==> src/rtl/uart_tx_fifo_pkg.sv <==
// ---------------------------------------------------------------------------
// uart_tx_fifo_pkg
//   Shared UART definitions for the transmit path: byte width, byte type,
//   the default transmit-FIFO depth and the drain FSM state encoding.
//   Imported by uart_fifo_mem and uart_tx_fifo.
// ---------------------------------------------------------------------------
package uart_tx_fifo_pkg;

  // UART character width (8N1 framing, data bits only).
  localparam int UART_DATA_W = 8;

  // Default FIFO depth is 2**DEPTH_LOG_DEFAULT bytes.
  localparam int DEPTH_LOG_DEFAULT = 4;

  typedef logic [UART_DATA_W-1:0] uart_byte_t;

  // Drain FSM: IDLE waits for data + ready, ISSUE is the single TX_WE cycle,
  // HOLD waits for the transmitter to report ready again.
  typedef enum logic [1:0] {
    IDLE  = 2'd0,
    ISSUE = 2'd1,
    HOLD  = 2'd2
  } drain_state_t;

endpackage

==> src/rtl/uart_fifo_mem.sv <==
// ---------------------------------------------------------------------------
// uart_fifo_mem
//   Circular byte buffer with DEPTH_LOG-bit read/write pointers that wrap
//   naturally from 2**DEPTH_LOG-1 to 0. Occupancy tracking and the full/empty
//   guards live in the parent; this block trusts wr_en/rd_en.
//
// Ports
//   CLK      in   system clock, rising edge
//   RST_X    in   asynchronous active-low reset (pointers only)
//   wr_en    in   write wr_data at the write pointer and advance it
//   wr_data  in   byte to store
//   rd_en    in   advance the read pointer (head byte consumed)
//   rd_data  out  current head byte (combinational read)
// ---------------------------------------------------------------------------
module uart_fifo_mem
  import uart_tx_fifo_pkg::*;
#(
  parameter int DEPTH_LOG = DEPTH_LOG_DEFAULT
) (
  input  logic       CLK,
  input  logic       RST_X,
  input  logic       wr_en,
  input  uart_byte_t wr_data,
  input  logic       rd_en,
  output uart_byte_t rd_data
);

  localparam int DEPTH = 1 << DEPTH_LOG;

  logic [DEPTH_LOG-1:0] wr_ptr_q, wr_ptr_d;
  logic [DEPTH_LOG-1:0] rd_ptr_q, rd_ptr_d;
  uart_byte_t           mem_q [DEPTH];

  // NOTE: every signal assigned in always_comb gets a default first, so no
  // path leaves it unassigned and no latch is inferred.
  always_comb begin
    wr_ptr_d = wr_ptr_q;
    rd_ptr_d = rd_ptr_q;
    if (wr_en) wr_ptr_d = wr_ptr_q + DEPTH_LOG'(1);
    if (rd_en) rd_ptr_d = rd_ptr_q + DEPTH_LOG'(1);
  end

  // NOTE: sequential state uses non-blocking assignments so every flop
  // samples the pre-edge values regardless of statement order.
  always_ff @(posedge CLK or negedge RST_X) begin
    if (!RST_X) begin
      wr_ptr_q <= '0;
      rd_ptr_q <= '0;
    end else begin
      wr_ptr_q <= wr_ptr_d;
      rd_ptr_q <= rd_ptr_d;
    end
  end

  // NOTE: the storage array is deliberately not reset; zero occupancy makes
  // its contents unobservable, and a reset would prevent RAM inference.
  always_ff @(posedge CLK) begin
    if (wr_en) mem_q[wr_ptr_q] <= wr_data;
  end

  assign rd_data = mem_q[rd_ptr_q];

endmodule

==> src/rtl/uart_tx_fifo.sv <==
// ---------------------------------------------------------------------------
// uart_tx_fifo
//   Byte FIFO feeding a UartTx transmitter. A producer pushes bytes with
//   IN_WE; a three-state drain FSM pops the head byte into a registered
//   TX_DATA and pulses TX_WE for one cycle whenever the transmitter reports
//   TX_READY, then waits for TX_READY again before issuing the next byte.
//   TX_DATA/TX_WE/TX_READY connect straight to UartTx data/we/ready.
//
// Configuration macro
//   UART_TXFIFO_COUNT_EN  when defined, exposes the COUNT occupancy port.
//
// Ports
//   CLK       in   system clock, rising edge
//   RST_X     in   asynchronous active-low reset
//   IN_DATA   in   byte offered by the producer
//   IN_WE     in   push strobe, accepted only while IN_FULL=0
//   IN_FULL   out  FIFO holds 2**DEPTH_LOG bytes
//   EMPTY     out  FIFO holds 0 bytes and the drain FSM is idle
//   OVERFLOW  out  sticky: a push was attempted while full (reset clears)
//   TX_DATA   out  byte to the transmitter, held between issues
//   TX_WE     out  one-cycle write strobe to the transmitter
//   TX_READY  in   transmitter idle and able to accept a byte
//   COUNT     out  occupancy 0..2**DEPTH_LOG (UART_TXFIFO_COUNT_EN only)
// ---------------------------------------------------------------------------
module uart_tx_fifo
  import uart_tx_fifo_pkg::*;
#(
  parameter int DEPTH_LOG = DEPTH_LOG_DEFAULT
) (
  input  logic                 CLK,
  input  logic                 RST_X,
  input  logic [7:0]           IN_DATA,
  input  logic                 IN_WE,
  output logic                 IN_FULL,
  output logic                 EMPTY,
  output logic                 OVERFLOW,
  output logic [7:0]           TX_DATA,
  output logic                 TX_WE,
  input  logic                 TX_READY
`ifdef UART_TXFIFO_COUNT_EN
  ,
  output logic [DEPTH_LOG:0]   COUNT
`endif
);

  localparam int                DEPTH    = 1 << DEPTH_LOG;
  localparam logic [DEPTH_LOG:0] OCC_FULL = (DEPTH_LOG+1)'(DEPTH);
  localparam logic [DEPTH_LOG:0] OCC_ONE  = (DEPTH_LOG+1)'(1);

  drain_state_t        state_q,   state_d;
  logic [DEPTH_LOG:0]  occ_q,     occ_d;
  logic                tx_we_q,   tx_we_d;
  uart_byte_t          tx_data_q, tx_data_d;
  logic                ovf_q,     ovf_d;

  logic       full;
  logic       push_ok;
  logic       pop;
  uart_byte_t head_data;

  // Full/empty come from the occupancy counter: with equal pointers alone a
  // full buffer would be indistinguishable from an empty one.
  assign full    = (occ_q == OCC_FULL);
  // A push while full is dropped even if a pop frees a slot on the same edge.
  assign push_ok = IN_WE && !full;
  assign pop     = (state_q == IDLE) && (occ_q != '0) && TX_READY;

  uart_fifo_mem #(
    .DEPTH_LOG (DEPTH_LOG)
  ) u_mem (
    .CLK     (CLK),
    .RST_X   (RST_X),
    .wr_en   (push_ok),
    .wr_data (IN_DATA),
    .rd_en   (pop),
    .rd_data (head_data)
  );

  always_comb begin
    state_d   = state_q;
    tx_data_d = tx_data_q;
    // TX_WE defaults low so it can only be high in the cycle after a pop.
    tx_we_d   = 1'b0;
    ovf_d     = ovf_q | (IN_WE & full);

    unique case ({push_ok, pop})
      2'b10:   occ_d = occ_q + OCC_ONE;
      2'b01:   occ_d = occ_q - OCC_ONE;
      default: occ_d = occ_q;
    endcase

    unique case (state_q)
      IDLE: begin
        if (pop) begin
          tx_data_d = head_data;
          tx_we_d   = 1'b1;
          state_d   = ISSUE;
        end
      end
      ISSUE: state_d = HOLD;
      // Wait here until the transmitter has consumed the byte and is ready
      // again; IDLE then re-checks TX_READY before the next issue.
      HOLD: begin
        if (TX_READY) state_d = IDLE;
      end
      default: state_d = IDLE;
    endcase
  end

  always_ff @(posedge CLK or negedge RST_X) begin
    if (!RST_X) begin
      state_q   <= IDLE;
      occ_q     <= '0;
      tx_we_q   <= 1'b0;
      tx_data_q <= '0;
      ovf_q     <= 1'b0;
    end else begin
      state_q   <= state_d;
      occ_q     <= occ_d;
      tx_we_q   <= tx_we_d;
      tx_data_q <= tx_data_d;
      ovf_q     <= ovf_d;
    end
  end

  assign IN_FULL  = full;
  assign EMPTY    = (occ_q == '0) && (state_q == IDLE);
  assign OVERFLOW = ovf_q;
  assign TX_DATA  = tx_data_q;
  assign TX_WE    = tx_we_q;

`ifdef UART_TXFIFO_COUNT_EN
  assign COUNT = occ_q;
`endif

endmodule
==> config.mk <==
export PLATFORM = sky130hd
export DESIGN_NAME = uart_tx_fifo
export DESIGN_NICKNAME = d
export VERILOG_FILES = /design/src/rtl/uart_tx_fifo_pkg.sv /design/src/rtl/uart_fifo_mem.sv /design/src/rtl/uart_tx_fifo.sv
export SDC_FILE = /design/constraint.sdc
export NUM_CORES = 1
export LEC_CHECK = 0
export CAP_MARGIN = 25
export CORE_MARGIN = 5
export CORE_UTILIZATION = 53
export CTS_BUF_LIST = sky130_fd_sc_hd__clkbuf_4
export DETAILED_ROUTE_END_ITERATION = 7
export PLACE_DENSITY = 0.74
export SKIP_LAST_GASP = 1
export SLEW_MARGIN = 20
export SYNTH_ARGS = -nofsm -noshare
export SYNTH_HDL_FRONTEND = slang
export SYNTH_SLANG_ARGS = --single-unit
==> constraint.sdc <==
create_clock -name CLK -period 3.1 [get_ports CLK]
set_input_delay 0.465 -clock CLK [delete_from_list [all_inputs] [get_ports CLK]]
set_output_delay 0.465 -clock CLK [all_outputs]
set_load 0.005 [all_outputs]
## Word-level counts from Yosys, hierarchy flattened

Memories as Yosys holds them, arrays and structs flattened. A register that Yosys moved wholly into a read port is not among the register bits.
Cells that the tools add are included.

- Memory bits (writable): 128
- Logic and storage cells: 40
- Register bits: 17
- Memories kept: 1
- Output and inout bits: 12
- Input bits: 12

- Bitwise operators: 2
- Muxes and demuxes: 8
- $add $sub $neg: 4
- Equality and inequality tests: 7
- Reductions and logical operators: 12

Memory list:

| name | depth | width | read ports | clocked after memory_dff | wr ports | RTL line | RTL |
|---|---|---|---|---|---|---|---|
| u_mem.mem_q | 16 | 8 | 1 | 1 | 1 | uart_fifo_mem.sv:32 | `uart_byte_t mem_q [DEPTH];` |

Operators with widths:

| operator | count |
|---|---|
| $pmux 5 s2 | 1 |
| $add 4x1->4 const B | 2 |
| $pmux 2 s3 | 1 |
| $add 5x1->5 const B | 1 |
| $eq 5x5->1 const B | 1 |
| $logic_not 5->1 | 1 |
| $reduce_bool 5->1 | 1 |
| $sub 5x1->5 const B | 1 |
| $eq 2x1->1 const B | 2 |
| $eq 2x2->1 const B | 2 |
| $logic_and 1x1->1 | 4 |
| $mux 1 | 4 |
| $mux 2 | 2 |
| $ne 2x2->1 const B | 2 |
| $reduce_and 2->1 | 2 |
| $logic_not 1->1 | 2 |
| $logic_not 2->1 | 1 |
| $reduce_bool 2->1 | 1 |
| $and 1x1->1 | 1 |
| $or 1x1->1 | 1 |

## Depth between registers and ports, before layout

Gate-level depths: netlist of the first run.

- Depth after elaboration: 5
- Depth in mapped cells: 12
- Mapped depth without buffers: 10

## Modules after synthesis

A second synthesis of the first run with hierarchy kept.

- Cell total of the unflattened synthesis: 326
- Area total of the unflattened synthesis: 6,322.3 um^2

Modules (own cells, without submodules):

| module | seq. area each (um^2) | cells an instance | instances | area each (um^2) |
|---|---|---|---|---|
| uart_fifo_mem | 4,043.9 | 253 | 1 | 5,410.2 |
| uart_tx_fifo | 425.4 | 73 | 1 | 912.1 |

## Least setup slack after synthesis of the first run

No wires, ideal clock.

- Path type: reg2reg
- From: register occ_q[1]
- To: register occ_q[4]
- Stages on the path, launching flop included: 13
- Slack: -12 ps
- Arrival time: 2,986 ps
- Period minus slack after synthesis: 3,112 ps
- Required time: 2,974 ps
- Library setup time: 126 ps
- Path buffers: 3
- Cells stage by stage: dfrtp_1 buf_6 or4_4 o211a_1 buf_2 ha_1 clkbuf_1 xor2_1 ha_1 o21a_1 o221ai_1 mux2i_1 a221o_1

- Word-level cells in the longest chain between the ends: 5
- Elaborated cells on any way between the ends: 12
- Those cells by class: add/sub (2); eq/ne (3); mux (1); reduce/logical (6)

RTL lines:

| item | RTL line | RTL |
|---|---|---|
| from (decl) | uart_tx_fifo.sv:51 | `logic [DEPTH_LOG:0] occ_q, occ_d;` |
| from (signal assigned) | uart_tx_fifo.sv:113 | `occ_q <= '0;` |
| from (signal assigned) | uart_tx_fifo.sv:119 | `occ_q <= occ_d;` |
| $reduce_bool 5->1 (*) | uart_tx_fifo.sv:66 | `assign pop = (state_q == IDLE) && (occ_q != '0) && TX_READY;` |
| $logic_and 1x1->1 (*) (2 in series) | uart_tx_fifo.sv:66 |  |
| named net pop | uart_tx_fifo.sv:58 | `logic pop;` |
| $eq 2x1->1 / $eq 2x2->1 (equally long branches) | uart_tx_fifo.sv:86 | `unique case ({push_ok, pop})` |
| $pmux 5 s2 / $reduce_bool 2->1 (equally long branches) | - |  |

The timed path passes the listed nets; every way through them passes the cells marked *.
A chain may end at the register's enable or synchronous reset.

## Worst setup path in the final report of the first run

- From: register occ_q[2]
- To: register occ_q[4]

- Word-level cells in the longest chain between the ends: 5
- Elaborated cells on any way between the ends: 12
- Those cells by class: add/sub (2); eq/ne (3); mux (1); reduce/logical (6)

RTL lines:

| item | RTL line |
|---|---|
| $eq 5x5->1 / $reduce_bool 5->1 (equally long branches) | uart_tx_fifo.sv:63, uart_tx_fifo.sv:66 |
| $logic_not 1->1 / $logic_and 1x1->1 (equally long branches) | uart_tx_fifo.sv:65, uart_tx_fifo.sv:66 |
| $logic_and 1x1->1 (on tied branches) | uart_tx_fifo.sv:65, uart_tx_fifo.sv:66 |
| $eq 2x1->1 / $eq 2x2->1 (equally long branches) | uart_tx_fifo.sv:86 |
| $pmux 5 s2 / $reduce_bool 2->1 (equally long branches) | - |

Parallel ways exist; a longest one is shown, timed or not.

==> results of run 1 <==
[per-layer routing]
layer  vias to the layer above  GRT usage
li1                       1415          -
met1                      1594      0.231
met2                       102      0.281
met3                         5     0.0466
met4                         0     0.0495
met5                         -          0
[cell families (layout without fill, tap and decap cells)]
group / after synthesis / after routing / synth area share
DFF: 153 / 153 / 0.723
and+or+nand+nor: 47 / 47 / 0.0415
muxes: 45 / 45 / 0.140
AOI/OAI and AO/OA: 42 / 42 / 0.0465
buffers and inverters: 25 / 84 / 0.0204
xor gates and xnor gates: 9 / 9 / 0.0127
adders and majority gates: 8 / 8 / 0.0162
other: 0 / 1 / 0
[through the flow]
stage / instances / utilization / hold slack [ps]
6_report: 532 / 0.610 / 308
3_3_place_gp: 499 / 0.586 / 443
2_1_floorplan: 329 / - / 169
3_5_place_dp: 499 / 0.586 / 444
5_1_grt: 532 / 0.610 / 284
4_1_cts: 531 / 0.609 / 279
[where the power goes]
group	total (W)	switching [W]	internal, W
Clock	0.00114	0.000649	0.000488
Combinational	0.00194	0.000919	0.00102
Sequential	0.00287	0.000305	0.00256
Total	0.00594	0.00187	0.00407
[worst min path at each step]
stage                       start                       endpoint  cells after the start
6_report                    RST_X  u_mem.wr_ptr_q[3]$_DFFE_PN0P_                      2
5_1_grt                     RST_X  u_mem.wr_ptr_q[3]$_DFFE_PN0P_                      2
4_1_cts                     RST_X  u_mem.wr_ptr_q[3]$_DFFE_PN0P_                      2
3_5_place_dp   OVERFLOW$_DFF_PN0_             OVERFLOW$_DFF_PN0_                      1
3_3_place_gp   OVERFLOW$_DFF_PN0_             OVERFLOW$_DFF_PN0_                      1
2_1_floorplan               RST_X             OVERFLOW$_DFF_PN0_                      0
[state kept, by name (all words and copies together), names as in the netlist]
name	flops
u_mem.mem_q	128
TX_DATA	8
u_mem.wr_ptr_q	4
state_q	2
occ_q	5
TX_WE	1
u_mem.rd_ptr_q	4
OVERFLOW	1
[final cells by class]
| type | instances | area [um2] | area share |
|---|---|---|---|
| Tap cell | 143 | 179 | 0.0257 |
| Inverter | 6 | 22.5 | 0.00323 |
| Sequential cell | 153 | 4470 | 0.642 |
| Clock buffer | 19 | 143 | 0.0205 |
| Antenna cell | 1 | 2.50 | 0.000359 |
| Clock inverter | 13 | 129 | 0.0185 |
| Multi-Input combinational cell | 151 | 1600 | 0.230 |
| Timing Repair Buffer | 46 | 415 | 0.0596 |
[what timing repair did]
| action | CTS | global route |
|---|---|---|
| hold buffers | 0 | 0 |
| endpoints found under the setup margin | 0 | 1 |
| gates resized for setup | 0 | 1 |
[cells in the final DEF, fill, tap and decap left out, types with 2 or more instances in the layout]
cell,count
a21oi_1,9
nand2_1,8
inv_1,6
clkinv_2,3
a21boi_1,2
mux2i_1,2
nor2_1,17
clkinvlp_4,5
o21ai_0,3
nand2b_1,3
and2_1,2
ha_1,7
edfxtp_1,128
buf_4,22
clkdlybuf4s50_1,23
o22ai_1,16
xor2_1,2
nor4_1,2
mux2_2,11
clkbuf_4,19
clkinv_1,2
o211a_1,3
or2_2,2
dfrtp_1,24
bufinv_16,2
nor3_1,7
mux4_2,32
xnor2_1,7
==> metrics.txt, run 1 <==
DP HPWL=approximately 7.4 mm; crit-path max cell delay=600 ps; Critical R2R Launch=occ_q[2]$_DFFE_PN0P_; synthesized net count=349; CTS Buf Count=17; RSZ-0062 raised after global routing=false; Peak VDD IR=between 0.5 and 0.6 mV; final instance area=roughly 0.007 mm2; post-synthesis sequential element count=around 150; Final nets=395; largest net degree at the start of global routing=26; Final period util=0.949; Total Power=between 0.005 and 0.006 W; Root Buffer Master=clkbuf_4; Req. time, crit path=3510 ps; worst-path maximum fanout=9; Vias=just over 3000; maximum clock insertion buffer count=2; Final GP Congestion=around 0.8; crit path from=occ_q[2]$_DFFE_PN0P_; Synth area leader=edfxtp_1; metal3 WL=650 um; IO Pins=24; YS warnings=0; die area=~0.014 mm2; Worst Path Arrival=about 3400 ps; Yosys cell types=42; max-cap viol count=0; highest clock rate=340 MHz; count leader, synth=edfxtp_1; startpoint types=flip-flop; core area=between 0.01 and 0.015 mm2; vias in the first global route=between 3000 and 4000; critical path endpoint=occ_q[4]$_DFFE_PN0P_; pre-CTS setup slack=about 63 ps; worst skew pair latency=510 ps; Antenna Violating Nets Remaining=0; Setup Fix Bufs, Post-CTS=0; r2r setup slk=~160 ps; slowest stage cell, crit path=or4_4; filler cell count in the final layout=830; Hold Violations, Final=0; Bufs and invs on worst path=0; layout cells sized above 1=0.276; Syn Area/Cell=approximately 19 um2; final setup vio count=0; post-synthesis sequential area ratio=0.723; worst reg2reg path depth=9; DRC Markers=0; first-pass GRT wire length=18.0 mm; DR top layer=met4; fin crit period=slightly below 3000 ps; M1 WL=4.87 mm; CP Cell Sequence=or4_4 -> o211a_1 -> ha_2 -> xor2_1 -> ha_1 -> a21boi_1 -> o221ai_2 -> and2_1 -> a221o_1; PD cells=around 850 mW/mm2; RR Endpoint=occ_q[4]$_DFFE_PN0P_; dominant cells by area after synthesis=edfxtp_1 (62%), mux4_2 (12%), dfrtp_1 (10%); DP Area=0.00669 mm2; Yosys top cell area share=0.622; CTS tree=yes; Leak Pwr=approximately 2.4 nW; Post-Syn Area=0.00618 mm2; prevailing post-synth register cell=edfxtp_1; status=complete, no violations; width of the die=118 um; H-tree Lvls=4; Congestion Overflow GR=0; I/O Buffers=23; gr usage total=0.173; initial DRC count=287; Post-synth EDFFs=roughly 130; worst slew pin tran=~730 ps; worst rel slew slack=0.510; Async SR Flop Fraction=0.163; Setup TNS=0 ps; Post-Syn Instances=roughly 330; Clock Skew=12.4 ps; DR vias/cell=5.86; top post-synthesis cells by count=edfxtp_1 (128), mux4_2 (32), dfrtp_1 (25); WS Path Type=flip-flop to flip-flop; final WL=between 10 and 15 mm; FP Rows=39; Top delay family on crit path=compound AO/OA/AOI/OAI gates; PnR worst setup slack=about 160 ps; WL per Instance=21.2 um; Clk pin slew, worst setup/hold paths=between 100 and 150 ps; Setup crit end kind=flip-flop; initial core utilization=0.542; router iterations before antenna repair=5; Hold WC Path Type=input pin to async pin; clk sink count=between 150 and 200; CP Depth=9; initial antenna violation count=1; met2 wire len=between 5 and 6 mm; die height=approximately 120 um; final max-slew violation count=0; post-synthesis to final-layout area growth=12.6%
Power figures use the tool's default switching activity.
==> run 2, diff against run 1 <==
--- a/config.mk
+++ b/config.mk
@@ -5,6 +5,7 @@
 export SDC_FILE = /design/constraint.sdc
 export NUM_CORES = 1
 export LEC_CHECK = 0
+export ABC_CLOCK_PERIOD_IN_PS = 3100
 export CAP_MARGIN = 25
 export CORE_MARGIN = 5
 export CORE_UTILIZATION = 53
==> results of run 2 <==
Final layout, timing and power as in run 1 (identical DEF).
